--- config.mk ---
export PLATFORM = sky130hd
export DESIGN_NAME = det_window_counter
export DESIGN_NICKNAME = d
export VERILOG_FILES = /design/src/rtl/det_window_counter.sv
export SDC_FILE = /design/constraint.sdc
export NUM_CORES = 1
export LEC_CHECK = 0
export CELL_PAD_IN_SITES_DETAIL_PLACEMENT = 0
export CELL_PAD_IN_SITES_GLOBAL_PLACEMENT = 1
export CORE_AREA = 2 2 54 56
export CTS_CLUSTER_DIAMETER = 50
export CTS_CLUSTER_SIZE = 14
export DETAILED_ROUTE_END_ITERATION = 8
export DIE_AREA = 0 0 56 58
export HOLD_SLACK_MARGIN = 0.15
export PLACE_DENSITY = 0.79
export SYNTH_ARGS = -nofsm -noshare
export SYNTH_HDL_FRONTEND = slang
export SYNTH_SLANG_ARGS = --single-unit
--- constraint.sdc ---
create_clock -name clk -period 3.3 [get_ports clk]
set_clock_uncertainty 0.2 [all_clocks]
set_input_delay 0.33 -clock clk [delete_from_list [all_inputs] [get_ports clk]]
set_output_delay 0.33 -clock clk [all_outputs]
set_load 0.01 [all_outputs]
--- src/rtl/det_window_counter.sv ---
// det_window_counter: counts "11"-detector hits over fixed windows and
// reports each window total over a valid/ready port, flagging dropped reports.
//
// Ports:
//   clk, rst             clock, async active-high reset
//   en                   1 = counting, 0 = idle (partial window discarded)
//   det                  detector output, sampled every rising edge
//   rpt_data/rpt_sat     last completed window count / saturation flag
//   rpt_valid/rpt_ready  report handshake
//   rpt_ovf/ovf_clr      sticky dropped-report flag / synchronous clear
//
// Optional build macro: DET_EDGE_ONLY_EN
//   defined   -> only the rising edge of a run of det=1 counts as a hit
//   undefined -> every cycle with det=1 counts

module det_window_counter #(
    parameter int WIN_LEN = 16,
    parameter int CNT_W   = 8
) (
    input  logic             clk,
    input  logic             rst,
    input  logic             en,
    input  logic             det,
    output logic [CNT_W-1:0] rpt_data,
    output logic             rpt_sat,
    output logic             rpt_valid,
    input  logic             rpt_ready,
    output logic             rpt_ovf,
    input  logic             ovf_clr
);

    localparam int WIN_W = $clog2(WIN_LEN);
    localparam logic [WIN_W-1:0] WIN_LAST = WIN_W'(WIN_LEN - 1);
    localparam logic [CNT_W-1:0] ACC_MAX  = '1;

    typedef enum logic {
        S_IDLE  = 1'b0,
        S_COUNT = 1'b1
    } state_t;

    state_t r_state;
    state_t w_state_nxt;

    logic             w_run;
    logic             w_hit;
    logic             w_close;
    logic             w_load;
    logic             w_drop;
    logic [CNT_W-1:0] w_acc_sum;

    logic [WIN_W-1:0] r_win;
    logic [CNT_W-1:0] r_acc;

    // ---------------- FSM: state register ----------------
    always_ff @(posedge clk or posedge rst) begin
        if (rst) begin
            r_state <= S_IDLE;
        end else begin
            r_state <= w_state_nxt;
        end
    end

    // ---------------- FSM: next state ----------------
    always_comb begin
        w_state_nxt = r_state;
        unique case (r_state)
            S_IDLE:  w_state_nxt = en ? S_COUNT : S_IDLE;
            S_COUNT: w_state_nxt = en ? S_COUNT : S_IDLE;
            default: w_state_nxt = S_IDLE;
        endcase
    end

    // ---------------- FSM: outputs ----------------
    // The edge where en is first seen in IDLE is already window cycle 0,
    // so counting is active in either state whenever en is high.
    always_comb begin
        w_run = 1'b0;
        unique case (r_state)
            S_IDLE:  w_run = en;
            S_COUNT: w_run = en;
            default: w_run = 1'b0;
        endcase
    end

    // ---------------- hit generation ----------------
`ifdef DET_EDGE_ONLY_EN
    logic r_det_q;
    logic w_prev_det;

    // det_q survives window boundaries but is zero outside COUNT, so a
    // run of 1s counts once, in the window where it began.
    always_ff @(posedge clk or posedge rst) begin
        if (rst) begin
            r_det_q <= 1'b0;
        end else begin
            r_det_q <= w_run & det;
        end
    end

    assign w_prev_det = r_det_q & (r_state == S_COUNT);
    assign w_hit      = det & ~w_prev_det;
`else
    assign w_hit = det;
`endif

    // ---------------- window / accumulator ----------------
    assign w_acc_sum = (r_acc == ACC_MAX) ? ACC_MAX
                                          : r_acc + CNT_W'(w_hit);
    assign w_close   = w_run & (r_win == WIN_LAST);

    always_ff @(posedge clk or posedge rst) begin
        if (rst) begin
            r_win <= '0;
            r_acc <= '0;
        end else if (!w_run || w_close) begin
            r_win <= '0;
            r_acc <= '0;
        end else begin
            r_win <= r_win + WIN_W'(1);
            r_acc <= w_acc_sum;
        end
    end

    // ---------------- report port ----------------
    // A close with the slot free (or being freed this edge) loads;
    // a close with an unaccepted report pending is dropped.
    assign w_load = w_close & (~rpt_valid | rpt_ready);
    assign w_drop = w_close & rpt_valid & ~rpt_ready;

    always_ff @(posedge clk or posedge rst) begin
        if (rst) begin
            rpt_valid <= 1'b0;
            rpt_data  <= '0;
            rpt_sat   <= 1'b0;
        end else if (w_load) begin
            rpt_valid <= 1'b1;
            rpt_data  <= w_acc_sum;
            rpt_sat   <= (w_acc_sum == ACC_MAX);
        end else if (rpt_ready) begin
            rpt_valid <= 1'b0;
        end
    end

    // Set has priority over a same-edge clear.
    always_ff @(posedge clk or posedge rst) begin
        if (rst) begin
            rpt_ovf <= 1'b0;
        end else if (w_drop) begin
            rpt_ovf <= 1'b1;
        end else if (ovf_clr) begin
            rpt_ovf <= 1'b0;
        end
    end

endmodule
# --- After elaboration in Yosys (flattened, before gate mapping) ---
# Index checks and enable logic that the tools add are counted.
word_totals:
  reg_bits: 23
  inputBits: 6
classes:
  n_addsub: 2
  n_eq_ne: 3
  muxes: 7
  bitwise: 7
  n_reduce_logical: 4
op_table:
  columns: ["cell", "n"]
  rows:
  - ["$eq 8x8->1 const B", 2]
  - ["$mux 8", 2]
  - ["$add 8x1->8", 1]
  - ["$add 4x1->4 const B", 1]
  - ["$and 1x1->1", 4]
  - ["$eq 4x4->1 const B", 1]
  - ["$mux 1", 4]
  - ["$mux 4", 1]
  - ["$reduce_bool 2->1", 2]
  - ["$not 1->1", 2]
  - ["$logic_not 1->1", 1]
  - ["$logic_or 1x1->1", 1]
  - ["$or 1x1->1", 1]

# --- Longest topological paths before layout ---
logic_depth:
  ltp_word: 5
  depth_mapped: 6
  mapped_depth_nobuf: 6

# --- Worst setup path after synthesis ---
# No wires, ideal clock.
synth_timing:
  path_type: "register to register"
  from: "register r_acc[0]"
  to: "register rpt_sat"
  setup_time_ns: 0.092
  t_arrival_ns: 1.567
  required_ns: 3.008
  slack_ns: 1.442
  stages_incl_launch_ff: 7
  n_path_buf: 0
  synth_period_minus_slack_ns: 1.858
  path_cell_list: "dfrtp_1 > ha_1 > ha_1 > nand4_1 > a2111oi_4 > o21ai_1 > o31ai_2"
synth_via:
  elab_chain_cells: 3
  word_cells_on_any_way: 4
synth_lines:
  columns: ["element", "line_no", "text"]
  rows:
  - ["from (decl)", "52", "logic [CNT_W-1:0] r_acc;"]
  - ["from (signal assigned)", "120", "r_acc <= w_acc_sum;"]
  - ["$add 8x1->8 or $eq 8x8->1 (tied branches)", "108, 107", null]
  - ["$mux 8 *", "107", "assign w_acc_sum = (r_acc == ACC_MAX) ? ACC_MAX"]
  - ["$eq 8x8->1 *", "138", "rpt_sat <= (w_acc_sum == ACC_MAX);"]
  - ["to (signal assigned)", "138", null]
  - ["to (decl)", "25", "output logic rpt_sat,"]
# Every way passes the cells marked *; elsewhere a longest branch is shown, timed or not.
# A chain may end at the register's enable or synchronous reset.

# --- Worst setup path after layout ---
# Same ends and word-level chain as after synthesis.

==> metrics.txt <==
# TYPE chip_impl_metric gauge
chip_impl_info{name="status",value="finished clean"} 1
chip_impl_metric{name="arr_time_crit_path",unit="ps"} 2020
chip_impl_info{name="clockRootBuffer",value="clkbuf_4"} 1
chip_impl_metric{name="post_synth_instance_area",unit="µm²"} 1080
chip_impl_info{name="crit_path_top_delay_cell",value="dfrtp_1"} 1
chip_impl_metric{name="core_area",unit="µm²"} 2660
chip_impl_metric{name="whs",unit="ps"} 279
chip_impl_metric{name="switching_share",unit=""} 0.230
chip_impl_metric{name="worst_ep_required_time",unit="ps"} 3330
chip_impl_metric{name="cts_inserted_buffers",unit=""} 3
chip_impl_metric{name="synth_nets",unit=""} 111
chip_impl_metric{name="ys_seq_area_frac",unit=""} 0.532
chip_impl_metric{name="drcViolationCount",unit=""} 0
chip_impl_metric{name="fin_cells",unit=""} 151
chip_impl_metric{name="cts_repair_resize_count",unit=""} 0
chip_impl_metric{name="slew-limit-headroom",unit=""} 0.441
chip_impl_metric{name="crit_fanout",unit=""} 5
chip_impl_metric{name="cts.sink_count",unit=""} 23
chip_impl_metric{name="area.sequential",unit="µm²"} 576
chip_impl_metric{name="number_of_enable_flip_flop_cells_after_synthesis",unit=""} 0
chip_impl_metric{name="synth_async_sr_flop_share",unit=""} 1.00
chip_impl_metric{name="numPortBuffers",unit=""} 16
chip_impl_metric{name="grt_usage",unit=""} 0.141
chip_impl_metric{name="final_antenna_net_count",unit=""} 0
chip_impl_metric{name="gp_routability_congestion",unit=""} 0.743
chip_impl_metric{name="first_global_vias",unit=""} 779
chip_impl_metric{name="cts.path.max_buffers",unit=""} 2
chip_impl_metric{name="postSynthCellCount",unit=""} 102
chip_impl_metric{name="timing.critical_path.buf_inv",unit=""} 0
chip_impl_info{name="synth.area.top_cells",value="dfrtp_1 53%, nor2_1 4.9%, nand2_1 4.5%"} 1
chip_impl_metric{name="share_comb_of_total_power",unit=""} 0.067
chip_impl_metric{name="finalWirelength",unit="mm"} 1.95
chip_impl_metric{name="p_switching",unit="W"} 0.000104
chip_impl_info{name="rsz_0062_raised_after_global_routing",value="false"} 1
chip_impl_metric{name="power.density_cell_area",unit="nW/µm²"} 349
chip_impl_info{name="tritoncts_clock_tree",value="built"} 1
chip_impl_metric{name="fin_setup_tns",unit="ps"} 0
chip_impl_metric{name="cts_hold_buffers",unit=""} 0
chip_impl_metric{name="setup_slack",unit="ps"} 1310
chip_impl_metric{name="detailedRoute.firstIterationViolations",unit=""} 20
chip_impl_metric{name="fillerInstances",unit=""} 267
chip_impl_metric{name="netlist-cell-type-count",unit=""} 26
chip_impl_metric{name="setup_viol",unit=""} 0
chip_impl_metric{name="antenna_found_initial",unit=""} 0
chip_impl_metric{name="dr_total_vias",unit=""} 776
chip_impl_metric{name="ir_worst_vdd",unit="mV"} 0.282
chip_impl_metric{name="fin_util",unit=""} 0.485
chip_impl_metric{name="flow.area_growth_from_synthesis",unit="%"} 19.4
chip_impl_metric{name="timing.final.hold_violations",unit=""} 0
chip_impl_metric{name="achievable-frequency",unit="GHz"} 0.502
chip_impl_info{name="hold_removal_path_class",value="input pin to asynchronous set/reset pin"} 1
chip_impl_metric{name="cpPeakStageDelay",unit="ps"} 440
chip_impl_metric{name="grt_overflow",unit=""} 0
chip_impl_metric{name="tightestPinTransition",unit="ps"} 837
chip_impl_metric{name="die-width",unit="µm"} 56
chip_impl_info{name="worstSetupStartpointType",value="flop"} 1
chip_impl_metric{name="timing_max_transition_violations_final",unit=""} 0
chip_impl_metric{name="internal_power",unit="W"} 0.000347
chip_impl_metric{name="floorplan.initialDensity",unit=""} 0.406
chip_impl_metric{name="drt-wirelength-per-cell",unit="µm"} 12.9
chip_impl_metric{name="placement_rows",unit=""} 19
chip_impl_info{name="synth_largest_area_cell",value="dfrtp_1"} 1
chip_impl_info{name="endpoint_kind",value="flop"} 1
chip_impl_metric{name="fin_crit_sh",unit=""} 0.604
chip_impl_info{name="synthFlopType",value="dfrtp_1"} 1
chip_impl_metric{name="netlist.area_leader.share",unit=""} 0.532
chip_impl_metric{name="drt-vias-per-instance",unit=""} 5.14
chip_impl_metric{name="die_h",unit="µm"} 58
chip_impl_info{name="crit_path_frequent_cell",value="ha_1"} 1
chip_impl_metric{name="dr.pass1.iters",unit=""} 4
chip_impl_metric{name="area_of_the_multi_input_gates",unit="µm²"} 480
chip_impl_metric{name="clock_pin_slew_worst_setup_and_hold_paths",unit="ps"} 120
chip_impl_metric{name="postSynthAreaPerCell",unit="µm²"} 10.6
chip_impl_metric{name="antenna_cells",unit=""} 0
chip_impl_metric{name="yosys_register_bits",unit=""} 23
chip_impl_metric{name="share_of_layout_cells_above_drive_strength_1",unit=""} 0.0667
chip_impl_metric{name="die-area",unit="µm²"} 3250
chip_impl_info{name="crit_path_start",value="r_acc[0]"} 1
chip_impl_info{name="beginning_of_the_worst_register_to_register_path",value="r_acc[0]"} 1
chip_impl_info{name="category_of_the_most_critical_setup_path",value="flop to flop"} 1
chip_impl_metric{name="placed_cells_incl_taps",unit=""} 147
chip_impl_metric{name="final_nets",unit=""} 130
chip_impl_info{name="kind_of_cell_adding_the_most_delay_to_the_critical_path",value="adder cells"} 1
chip_impl_metric{name="clock_power_share",unit=""} 0.281
chip_impl_metric{name="detailedPlacementHpwl",unit="mm"} 1.48
chip_impl_metric{name="post_cts_buffers",unit=""} 0
chip_impl_metric{name="placement.setup.worst_slack",unit="ps"} 986
chip_impl_metric{name="grt_pass1_wl",unit="mm"} 3.53
chip_impl_metric{name="timing.max_cap.violations",unit=""} 0
chip_impl_metric{name="ys.warnings.count",unit=""} 0
chip_impl_metric{name="cts_max_level",unit=""} 1
chip_impl_metric{name="period_minus_slack",unit="ps"} 1990
chip_impl_metric{name="static-leakage-power",unit="nW"} 0.602
chip_impl_metric{name="num_io_pins",unit=""} 17
chip_impl_metric{name="pin_count_of_the_biggest_net_entering_global_routing",unit=""} 24
chip_impl_info{name="cell_chain_critical_path",value="ha_1, ha_1, nand4_1, a2111oi_4, o21ai_1, o31ai_2"} 1
chip_impl_metric{name="clock_latency",unit="ps"} 300
chip_impl_metric{name="seq_pwr_share",unit=""} 0.652
-- state kept, by name, summed over array words and instances (netlist names) --
register	flops
rpt_ovf	1
r_win	4
rpt_valid	1
r_acc	8
rpt_sat	1
rpt_data	8
-- worst paths after layout --
check,end,slack (ps),depth (start not counted)
min in group clk,r_win[0],280,1
worst max register to register,rpt_sat,1310,6
worst min register to register,r_win[0],280,1
worst min-delay path,rpt_data[2],280,2
worst max-delay path,rpt_sat,1310,6
max in group asynchronous,rpt_data[6],2110,2
-- final cells by class --
| cell class | instances | area share |
|---|---|---|
| tap | 31 | 0.0300 |
| sequential | 23 | 0.445 |
| multi-input combinational | 74 | 0.372 |
| inverter | 3 | 0.00871 |
| clock buffer | 4 | 0.0203 |
| timing repair buffer | 16 | 0.124 |
-- worst reg2reg max path: stages (launching register included) --
cell,delay [ps]
dfrtp_1,440
ha_1,290
ha_1,330
nand4_1,160
a2111oi_4,210
o21ai_1,120
o31ai_2,170
-- per-stage QoR --
step | area [µm²] | total power, W
3_3_place_gp | 1270 | 0.000330
2_1_floorplan | 1080 | 0.000317
3_5_place_dp | 1270 | 0.000331
5_1_grt | 1290 | 0.000474
4_1_cts | 1290 | 0.000455
6_report | 1290 | 0.000451
-- synthesized netlist by cell type, types with 2 or more instances --
| cell | n |
|---|---|
| o22ai_1 | 2 |
| nand2b_1 | 3 |
| ha_1 | 3 |
| nor2b_1 | 2 |
| nand3_1 | 5 |
| dfrtp_1 | 23 |
| o21ai_1 | 2 |
| xnor2_1 | 2 |
| nor2_1 | 14 |
| nand4_1 | 5 |
| o21ai_0 | 7 |
| xor2_1 | 3 |
| mux2i_1 | 3 |
| and3_1 | 2 |
| inv_1 | 3 |
| nand2_1 | 13 |
-- layer usage --
metal,up-vias,wire length [µm],GRT usage
met1,382,975,0.193
li1,387,-,-
met5,-,0,0
met2,5,922,0.227
met3,2,29,0.0268
met4,0,19,0.0510
-- cells by family after synthesis --
logic type	count (synthesis)	share of synthesized area
compound gates	14	0.105
simple gates	48	0.225
xor+xnor	5	0.0405
flops	23	0.532
fa+ha+maj	3	0.0347
buf+inv	5	0.0243
mux	4	0.0382
-- power by group through the flow --
| stage | logic (W) | registers [W] | clock network (W) |
|---|---|---|---|
| after floorplan | 0.0000194 | 0.000298 | 0 |
| after global placement | 0.0000306 | 0.000299 | 0 |
| after detailed placement | 0.0000311 | 0.000300 | 0 |
| after CTS | 0.0000314 | 0.000294 | 0.000130 |
| after global routing | 0.0000360 | 0.000296 | 0.000142 |
| final | 0.0000301 | 0.000294 | 0.000127 |
-- cells in the final DEF (no fill, tap or decap) --
cell / n
nand3b_4: 1
o31ai_2: 1
nand3b_1: 1
nand3_1: 5
mux2_2: 1
a2111oi_4: 1
nor2b_1: 2
nand4_1: 5
nand2b_1: 3
nor2_1: 14
xnor2_1: 2
dfrtp_1: 23
inv_1: 3
clkbuf_1: 1
ha_1: 3
o22ai_1: 2
o21ai_0: 7
and2_1: 1
o21ai_1: 2
mux2i_1: 3
xor2_1: 3
and4_1: 1
clkdlybuf4s50_1: 16
nand2_1: 13
and3_1: 2
clkbuf_4: 3
a21bo_4: 1
Power figures use the tool's default switching activity.
